<file path="src/rtl/apb_rr_master.sv">
// Two-requester round-robin APB master: arbitrates, latches the winning command,
// runs SETUP/ACCESS with a bounded wait on pready, and returns the response to the winner.
module apb_rr_master #(
  parameter int TIMEOUT = 16
) (
  input  logic        pclk,
  input  logic        presetn,
  input  logic [1:0]  req_valid,
  input  logic [1:0]  req_write,
  input  logic [63:0] req_addr,
  input  logic [63:0] req_wdata,
  output logic [1:0]  rsp_done,
  output logic [31:0] rsp_rdata,
  output logic        rsp_err,
  output logic        rsp_timeout,
  output logic        psel,
  output logic        penable,
  output logic        pwrite,
  output logic [31:0] paddr,
  output logic [31:0] pwdata,
  input  logic [31:0] prdata,
  input  logic        pready,
  input  logic        pslverr
);

  localparam int CW = $clog2(TIMEOUT + 1);

  typedef enum logic [1:0] {IDLE, SETUP, ACCESS, DONE} state_t;

  state_t        state_reg, state_next;
  logic [CW-1:0] cnt_reg, cnt_next;
  logic          last_reg, last_next;
  logic          psel_reg, psel_next;
  logic          penable_reg, penable_next;
  logic          pwrite_reg, pwrite_next;
  logic [31:0]   paddr_reg, paddr_next;
  logic [31:0]   pwdata_reg, pwdata_next;
  logic [1:0]    rsp_done_reg, rsp_done_next;
  logic [31:0]   rsp_rdata_reg, rsp_rdata_next;
  logic          rsp_err_reg, rsp_err_next;
  logic          rsp_timeout_reg, rsp_timeout_next;

  logic [31:0]   addr_arr [2];
  logic [31:0]   wdata_arr [2];
  logic          win;
  logic          timeout_hit;

  generate
    for (genvar gi = 0; gi < 2; gi++) begin : g_req_split
      assign addr_arr[gi]  = req_addr[32*gi +: 32];
      assign wdata_arr[gi] = req_wdata[32*gi +: 32];
    end
  endgenerate

  // A lone requester always wins; on contention the one not served last wins.
  always_comb begin
    win = ~last_reg;
    if (req_valid == 2'b01) begin
      win = 1'b0;
    end else if (req_valid == 2'b10) begin
      win = 1'b1;
    end
  end

  assign timeout_hit = (cnt_reg == CW'(TIMEOUT - 1));

  always_ff @(posedge pclk) begin
    if (!presetn) begin
      state_reg       <= IDLE;
      cnt_reg         <= '0;
      last_reg        <= 1'b1;
      psel_reg        <= 1'b0;
      penable_reg     <= 1'b0;
      pwrite_reg      <= 1'b0;
      paddr_reg       <= '0;
      pwdata_reg      <= '0;
      rsp_done_reg    <= '0;
      rsp_rdata_reg   <= '0;
      rsp_err_reg     <= 1'b0;
      rsp_timeout_reg <= 1'b0;
    end else begin
      state_reg       <= state_next;
      cnt_reg         <= cnt_next;
      last_reg        <= last_next;
      psel_reg        <= psel_next;
      penable_reg     <= penable_next;
      pwrite_reg      <= pwrite_next;
      paddr_reg       <= paddr_next;
      pwdata_reg      <= pwdata_next;
      rsp_done_reg    <= rsp_done_next;
      rsp_rdata_reg   <= rsp_rdata_next;
      rsp_err_reg     <= rsp_err_next;
      rsp_timeout_reg <= rsp_timeout_next;
    end
  end

  always_comb begin
    state_next = state_reg;
    case (state_reg)
      IDLE:    if (|req_valid) state_next = SETUP;
      SETUP:   state_next = ACCESS;
      ACCESS:  if (pready || timeout_hit) state_next = DONE;
      DONE:    state_next = IDLE;
      default: state_next = IDLE;
    endcase
  end

  // Response fields default to zero so they only live for the single DONE cycle.
  always_comb begin
    cnt_next         = cnt_reg;
    last_next        = last_reg;
    psel_next        = psel_reg;
    penable_next     = penable_reg;
    pwrite_next      = pwrite_reg;
    paddr_next       = paddr_reg;
    pwdata_next      = pwdata_reg;
    rsp_done_next    = '0;
    rsp_rdata_next   = '0;
    rsp_err_next     = 1'b0;
    rsp_timeout_next = 1'b0;
    case (state_reg)
      IDLE: begin
        if (|req_valid) begin
          last_next    = win;
          psel_next    = 1'b1;
          penable_next = 1'b0;
          pwrite_next  = req_write[win];
          paddr_next   = addr_arr[win];
          pwdata_next  = wdata_arr[win];
        end
      end
      SETUP: begin
        penable_next = 1'b1;
        cnt_next     = '0;
      end
      ACCESS: begin
        if (pready) begin
          rsp_rdata_next = pwrite_reg ? 32'h0 : prdata;
          rsp_err_next   = pslverr;
          psel_next      = 1'b0;
          penable_next   = 1'b0;
          rsp_done_next  = last_reg ? 2'b10 : 2'b01;
        end else if (timeout_hit) begin
          rsp_err_next     = 1'b1;
          rsp_timeout_next = 1'b1;
          psel_next        = 1'b0;
          penable_next     = 1'b0;
          rsp_done_next    = last_reg ? 2'b10 : 2'b01;
        end else begin
          cnt_next = cnt_reg + CW'(1);
        end
      end
      default: ;
    endcase
  end

  assign psel        = psel_reg;
  assign penable     = penable_reg;
  assign pwrite      = pwrite_reg;
  assign paddr       = paddr_reg;
  assign pwdata      = pwdata_reg;
  assign rsp_done    = rsp_done_reg;
  assign rsp_rdata   = rsp_rdata_reg;
  assign rsp_err     = rsp_err_reg;
  assign rsp_timeout = rsp_timeout_reg;

endmodule
</file>
<file path="config.mk">
export PLATFORM = sky130hd
export DESIGN_NAME = apb_rr_master
export DESIGN_NICKNAME = d
export VERILOG_FILES = /design/src/rtl/apb_rr_master.sv
export SDC_FILE = /design/constraint.sdc
export NUM_CORES = 1
export LEC_CHECK = 0
export CAP_MARGIN = 15
export CORE_AREA = 2 2 115 117
export DETAILED_ROUTE_END_ITERATION = 8
export DIE_AREA = 0 0 117 119
export PLACE_DENSITY = 0.79
export SLEW_MARGIN = 15
export SYNTH_ARGS = -nofsm -noshare
export SYNTH_HDL_FRONTEND = slang
export SYNTH_SLANG_ARGS = --single-unit
export TNS_END_PERCENT = 30
</file>
<file path="constraint.sdc">
create_clock -name pclk -period 2.57 [get_ports pclk]
set_input_delay 0.514 -clock pclk [delete_from_list [all_inputs] [get_ports pclk]]
set_output_delay 0.514 -clock pclk [all_outputs]
set_load 0.01 [all_outputs]
</file>
## Word-level counts from Yosys, hierarchy flattened

Cells that the tools add are included.

- Flip-flop bits (word level): 111
- Bits in latches: 0
- Bits in writable memories: 0
- ROM bits: 0
- Input bits: 168
- Output and inout bits: 103
- Logic and storage cells: 72
- Memories kept: 0

- Add/sub/neg operators: 1
- $mul: 0
- Div/mod/pow operators: 0
- Order comparisons: 2
- Equality and inequality tests: 11
- Shifts and indexed selects: 0
- Multiplexer cells: 27
- Bitwise gates (word level): 5
- Reductions and logical operators: 14

Operator list:

| operator | count |
|---|---|
| 2-to-1 mux 32 bit | 6 |
| 2-to-1 mux 1 bit | 10 |
| 2-to-1 mux 2 bit | 5 |
| 2-to-1 mux 5 bit | 2 |
| one-hot mux 5 bit (2 select lines) | 1 |
| AND reduction 3 bit | 3 |
| inequality test 2 bit (second input constant) | 4 |
| one-hot mux 2 bit (4 select lines) | 1 |
| == test 2 bit (second input constant) | 3 |
| AND reduction 2 bit | 3 |
| adder 5 x 1 -> 5 bit (second input constant) | 1 |
| == test 5 x 4 -> 1 bit (second input constant) | 1 |
| == test 2 x 1 -> 1 bit (second input constant) | 2 |
| inverter 1 bit | 4 |
| nonzero test 2 bit | 2 |
| OR reduction 4 bit | 1 |
| inequality test 3 bit (second input constant) | 1 |
| one-hot mux 1 bit (3 select lines) | 1 |
| nonzero test 3 bit | 1 |
| OR reduction 3 bit | 1 |
| greater-or-equal comparator 2 bit (second input constant) | 1 |
| zero test 2 bit | 1 |
| < comparator 1 x 2 -> 1 bit (second input constant) | 1 |
| inverter 1 -> 2 bit | 1 |
| other kinds (3) | 3 |

## Logic depth before layout (Yosys ltp)

Gate-level depths: netlist of the first run.

- Depth after elaboration: 7
- Mapped depth: 7
- Mapped depth without buffers: 6

## Worst setup path after synthesis of the first run

No wires, ideal clock.

- Kind: reg-to-reg
- Start point: register cnt_reg[0]
- End point: register cnt_reg[3]
- Setup time: 0.070 ns
- Arrival: 1.863 ns
- Required time: 2.500 ns
- Path slack: 0.637 ns
- Cell stages (with the launch flop): 8
- Path buffers: 1
- Period minus slack after synthesis: 1.933 ns
- Cells stage by stage: dfxtp_1 ha_1 and3_1 ha_1 or3b_1 clkbuf_1 or3_1 a21oi_1

- Word-level cells in the longest chain between the ends: 4
- Elaborated cells on any way between the ends: 7
- Classes of those cells: add/sub (1); eq/ne (2); mux (3); reduce/logical (1)

Ends and longest elaborated chain:

| what | RTL line | source |
|---|---|---|
| start: declaration | 31 | `logic [CW-1:0] cnt_reg, cnt_next;` |
| start signal: assignment | 83 | `cnt_reg <= cnt_next;` |
| adder 5 x 1 -> 5 bit | 150 | `cnt_next = cnt_reg + CW'(1);` |
| 2-to-1 mux 5 bit | 143 | `end else if (timeout_hit) begin` |
| 2-to-1 mux 5 bit | 137 | `if (pready) begin` |
| one-hot mux 5 bit (2 select lines) | 121 | `case (state_reg)` |

Parallel ways exist; a longest one is shown, timed or not. The select of a mux whose other input is x is not followed.
A chain may end at the register's enable or synchronous reset.

## Worst setup path after layout of the first run

- Start point: register state_reg[0]
- End point: register pwdata_reg[18] (netlist: pwdata[18])

- Word-level cells in the longest chain between the ends: 2

Ends and longest elaborated chain:

| what | RTL line | source |
|---|---|---|
| start: declaration | 30 | `state_t state_reg, state_next;` |
| start signal: assignment | 82 | `state_reg <= state_next;` |
| zero test 2 bit | 121 |  |
| AND reduction 2 bit (no source line) | - |  |
| end signal: assignment | 89 | `pwdata_reg <= pwdata_next;` |
| end: declaration | 37 | `logic [31:0] pwdata_reg, pwdata_next;` |

No other way between the ends.

==> summary.txt, run 1 <==
Status
  – Status: complete, no violations

Power
  – VDD IR max: 0.410 mV
  – Cell internal pwr: 4.44 mW
  – Power per cell area: 884 nW/µm²
  – Seq pwr share: 34.6%
  – Switching share of total power: 35.9%
  – Psw: 2.49 mW
  – Clock Power Share: 22.2%
  – Combinational share of power: 43.2%
  – Leakage: 2.73 nW

Floorplanning
  – Placement row count: 42
  – Starting Density: 36.6%
  – Core area: 12900 µm²
  – DIE WIDTH: 117 µm
  – Die Ht: 119 µm
  – Die ar.: 13900 µm²
  – # IOs: 271

Synthesis
  – Synth top area share: 47.2%
  – Cell count after synthesis: 527
  – Most numerous cell in the Yosys netlist: dfxtp_1
  – Synth Register Bits: 111
  – Synth unique cells: 30
  – Seq/Total Area, Yosys: 47.2%
  – Post-synth EDFFs: 0
  – Syn Area/Cell: 8.93 µm²
  – Total number of yosys warnings: 0
  – Cell Area, Synth: 4710 µm²
  – Top cells by count, synth: 111 x dfxtp_1, 69 x o21ai_0, 68 x nor2_1
  – Largest area contributor in the netlist: dfxtp_1
  – Mapped Nets: 702
  – Synth area leaders: dfxtp_1 47%, a2111oi_0 12%, a211oi_1 10%
  – Ys flop type: dfxtp_1
  – Async SR Flop Fraction: 0%

Worst setup path
  – Reg2reg start: state_reg[0]$_SDFFE_PN0P_
  – Worst-case reg-to-reg path depth: 5
  – End of the critical path: pwdata[18]$_SDFFE_PN0P_
  – FF-to-FF setup slack: 0.37 ns
  – Crit path arrival time: 2.41 ns
  – Worst Path Class, Setup: reg -> reg
  – WP data required: 2.78 ns
  – Endpoint of the worst-slack reg-to-reg timing path: pwdata[18]$_SDFFE_PN0P_
  – Startpoint types: flop
  – Crit path max fanout: 65
  – Crit. End Element: flop
  – CP startpoint: state_reg[0]$_SDFFE_PN0P_

Place
  – Area post-placement: 7500 µm²
  – GP Congestion: 0.814
  – Hpwl dp: 11900 µm
  – Port Buffers: 270

Detailed routing
  – Post-DRT Antenna Nets: 0
  – Max layer used: met4
  – DRT met1 WL: 6740 µm
  – DRT Wirelength: 17100 µm
  – Met3 wire length: 1370 µm
  – Met2 wire length: 8460 µm
  – Starting DRT DRC Count: 269
  – DR vias/cell: 5.52
  – Via count: 5176
  – Post-route DRC: 0
  – Routed len/inst: 18.3 µm
  – TritonRoute pass-1 iters: 5

Cells and area
  – Reg area: 2220 µm²
  – Syn-to-layout area delta: 66.4%
  – Diodes inserted: 0
  – Finished Cell Area: 7840 µm²
  – Net count, final: 931
  – Number of fill cells in the layout: 1100
  – Share of layout cells above drive strength 1: 4.47%
  – Multi-input gate area: 2210 µm²

Clocking
  – H-tree depth: 3
  – CTS max path bufs: 2
  – Clock tree sinks: 111
  – Setup Buffers After CTS: 0
  – Skew-Pair Late Insertion Delay: 0.35 ns
  – Post_cts resized: 0
  – Clock buffer count from CTS: 9
  – CTS Root Cell: clkbuf_16
  – Hold_buf cts: 0
  – CTS tree: built
  – Worst-path clk slew: 0.07 ns

STA
  – RSZ-0062 raised after global routing: no
  – Max-slew headroom: 29.6%
  – TNS Setup: 0 ns
  – Slew Limit Fails: 0
  – Setup-failing EPs final: 0
  – Min cycle time layout: 2.20 ns
  – Worst-margin pin slew: 1.06 ns
  – Final Skew: 0.00855 ns
  – FMAX: 455 MHz
  – Endpoints failing hold: 0
  – Fin crit share: 85.5%

GRT
  – Vias in the first global route: 5066
  – Largest net degree at the start of global routing: 70
  – Gr ovfl total: 0
  – Initial antenna violation count: 0
  – Total track usage: 24.2%
  – First-pass GRT wire length: 26200 µm

Worst hold path
  – Hold Crit Class: reg -> reg
  – Min-delay src: cnt_reg[4]$_SDFFE_PN0P_

Job
  – Max cap viols: 0
## how the worst min path moves through the flow
stage	endpoint	cells past startpoint
global route	cnt_reg[4]$_SDFFE_PN0P_	2
detailed placement	cnt_reg[4]$_SDFFE_PN0P_	2
floorplan	cnt_reg[4]$_SDFFE_PN0P_	2
CTS	cnt_reg[4]$_SDFFE_PN0P_	2
global placement	cnt_reg[4]$_SDFFE_PN0P_	2
finish	cnt_reg[4]$_SDFFE_PN0P_	2
## cell usage in the layout (no fill, tap or decap), types with 2 or more instances in the layout
| master | synthesis | final |
|---|---|---|
| clkinv_4 | 0 | 2 |
| and3_1 | 2 | 2 |
| buf_4 | 2 | 6 |
| ha_1 | 7 | 7 |
| nor3b_1 | 4 | 3 |
| nor3_1 | 2 | 2 |
| nand2_1 | 5 | 5 |
| a2111oi_0 | 65 | 65 |
| buf_12 | 0 | 4 |
| inv_1 | 5 | 5 |
| clkbuf_16 | 0 | 9 |
| nand2b_1 | 4 | 4 |
| inv_2 | 2 | 2 |
| a21oi_1 | 8 | 8 |
| dfxtp_1 | 111 | 110 |
| nand3_1 | 4 | 4 |
| bufinv_16 | 0 | 2 |
| or3_1 | 2 | 2 |
| clkbuf_8 | 0 | 2 |
| nor2_1 | 68 | 68 |
| buf_2 | 7 | 2 |
| and2_1 | 32 | 32 |
| o311ai_0 | 2 | 2 |
| o21ai_0 | 69 | 69 |
| clkdlybuf4s50_1 | 0 | 268 |
| a211oi_1 | 65 | 65 |
## per-layer routing
| metal | vias to the layer above | global-route usage, % |
|---|---|---|
| met4 | 0 | 10.4 |
| met2 | 262 | 40.0 |
| met5 | - | 0 |
| li1 | 2427 | - |
| met3 | 43 | 5.75 |
| met1 | 2444 | 29.7 |
## power groups by stage
| stage | Combinational [mW] | Sequential (mW) | Clock, mW |
|---|---|---|---|
| after floorplan | 1.28 | 2.57 | 0 |
| after global placement | 2.91 | 2.42 | 0 |
| after detailed placement | 2.98 | 2.42 | 0 |
| after CTS | 3.00 | 2.40 | 1.57 |
| after global routing | 3.23 | 2.44 | 1.63 |
| final | 2.99 | 2.40 | 1.54 |
## metrics by stage
stage	hold WS [ns]	setup WS [ns]	total power [mW]	cells	utilization, %
finish	0.470	0.372	6.93	937	60.9
global route	0.490	0.164	7.31	937	60.9
CTS	0.471	0.395	6.96	937	60.9
detailed placement	0.461	0.202	5.41	921	58.3
global placement	0.460	0.252	5.33	921	58.3
floorplan	0.448	0.637	3.85	527	-
## worst max-delay path, cell delays in order, from the launching register on
cell       delay, ns
dfxtp_1         0.34
inv_1           0.10
ha_1            0.33
inv_2           0.44
a2111oi_0       0.72
a211oi_1        0.10
## final cells by class
| class | count | area share (%) |
|---|---|---|
| multi-input cells | 347 | 28.2 |
| flip-flops and latches | 111 | 28.4 |
| clock inverters | 4 | 0.990 |
| repair buffers | 280 | 36.0 |
| clock buffers | 12 | 3.27 |
| inverters | 7 | 0.335 |
| well taps | 176 | 2.81 |
## logic make-up (layout without fill, tap and decap cells)
kind of cell             after synthesis  count (layout)  synth area share [%]
buffers and inverters                 69             303                  6.17
AND/OR/NAND/NOR                      125             125                  12.8
adder cells (fa/ha/maj)                8               8                  2.10
flip-flops                           111             111                  47.2
AO/OA/AOI/OAI                        214             214                  31.8
Power figures use the tool's default switching activity.
==> inputs of run 2 (changes only) <==
--- a/config.mk
+++ b/config.mk
@@ -14,4 +14,3 @@
 export SYNTH_ARGS = -nofsm -noshare
 export SYNTH_HDL_FRONTEND = slang
 export SYNTH_SLANG_ARGS = --single-unit
-export TNS_END_PERCENT = 30
==> results of run 2 <==
No change in the layout: final DEF, timing and power equal those of run 1.
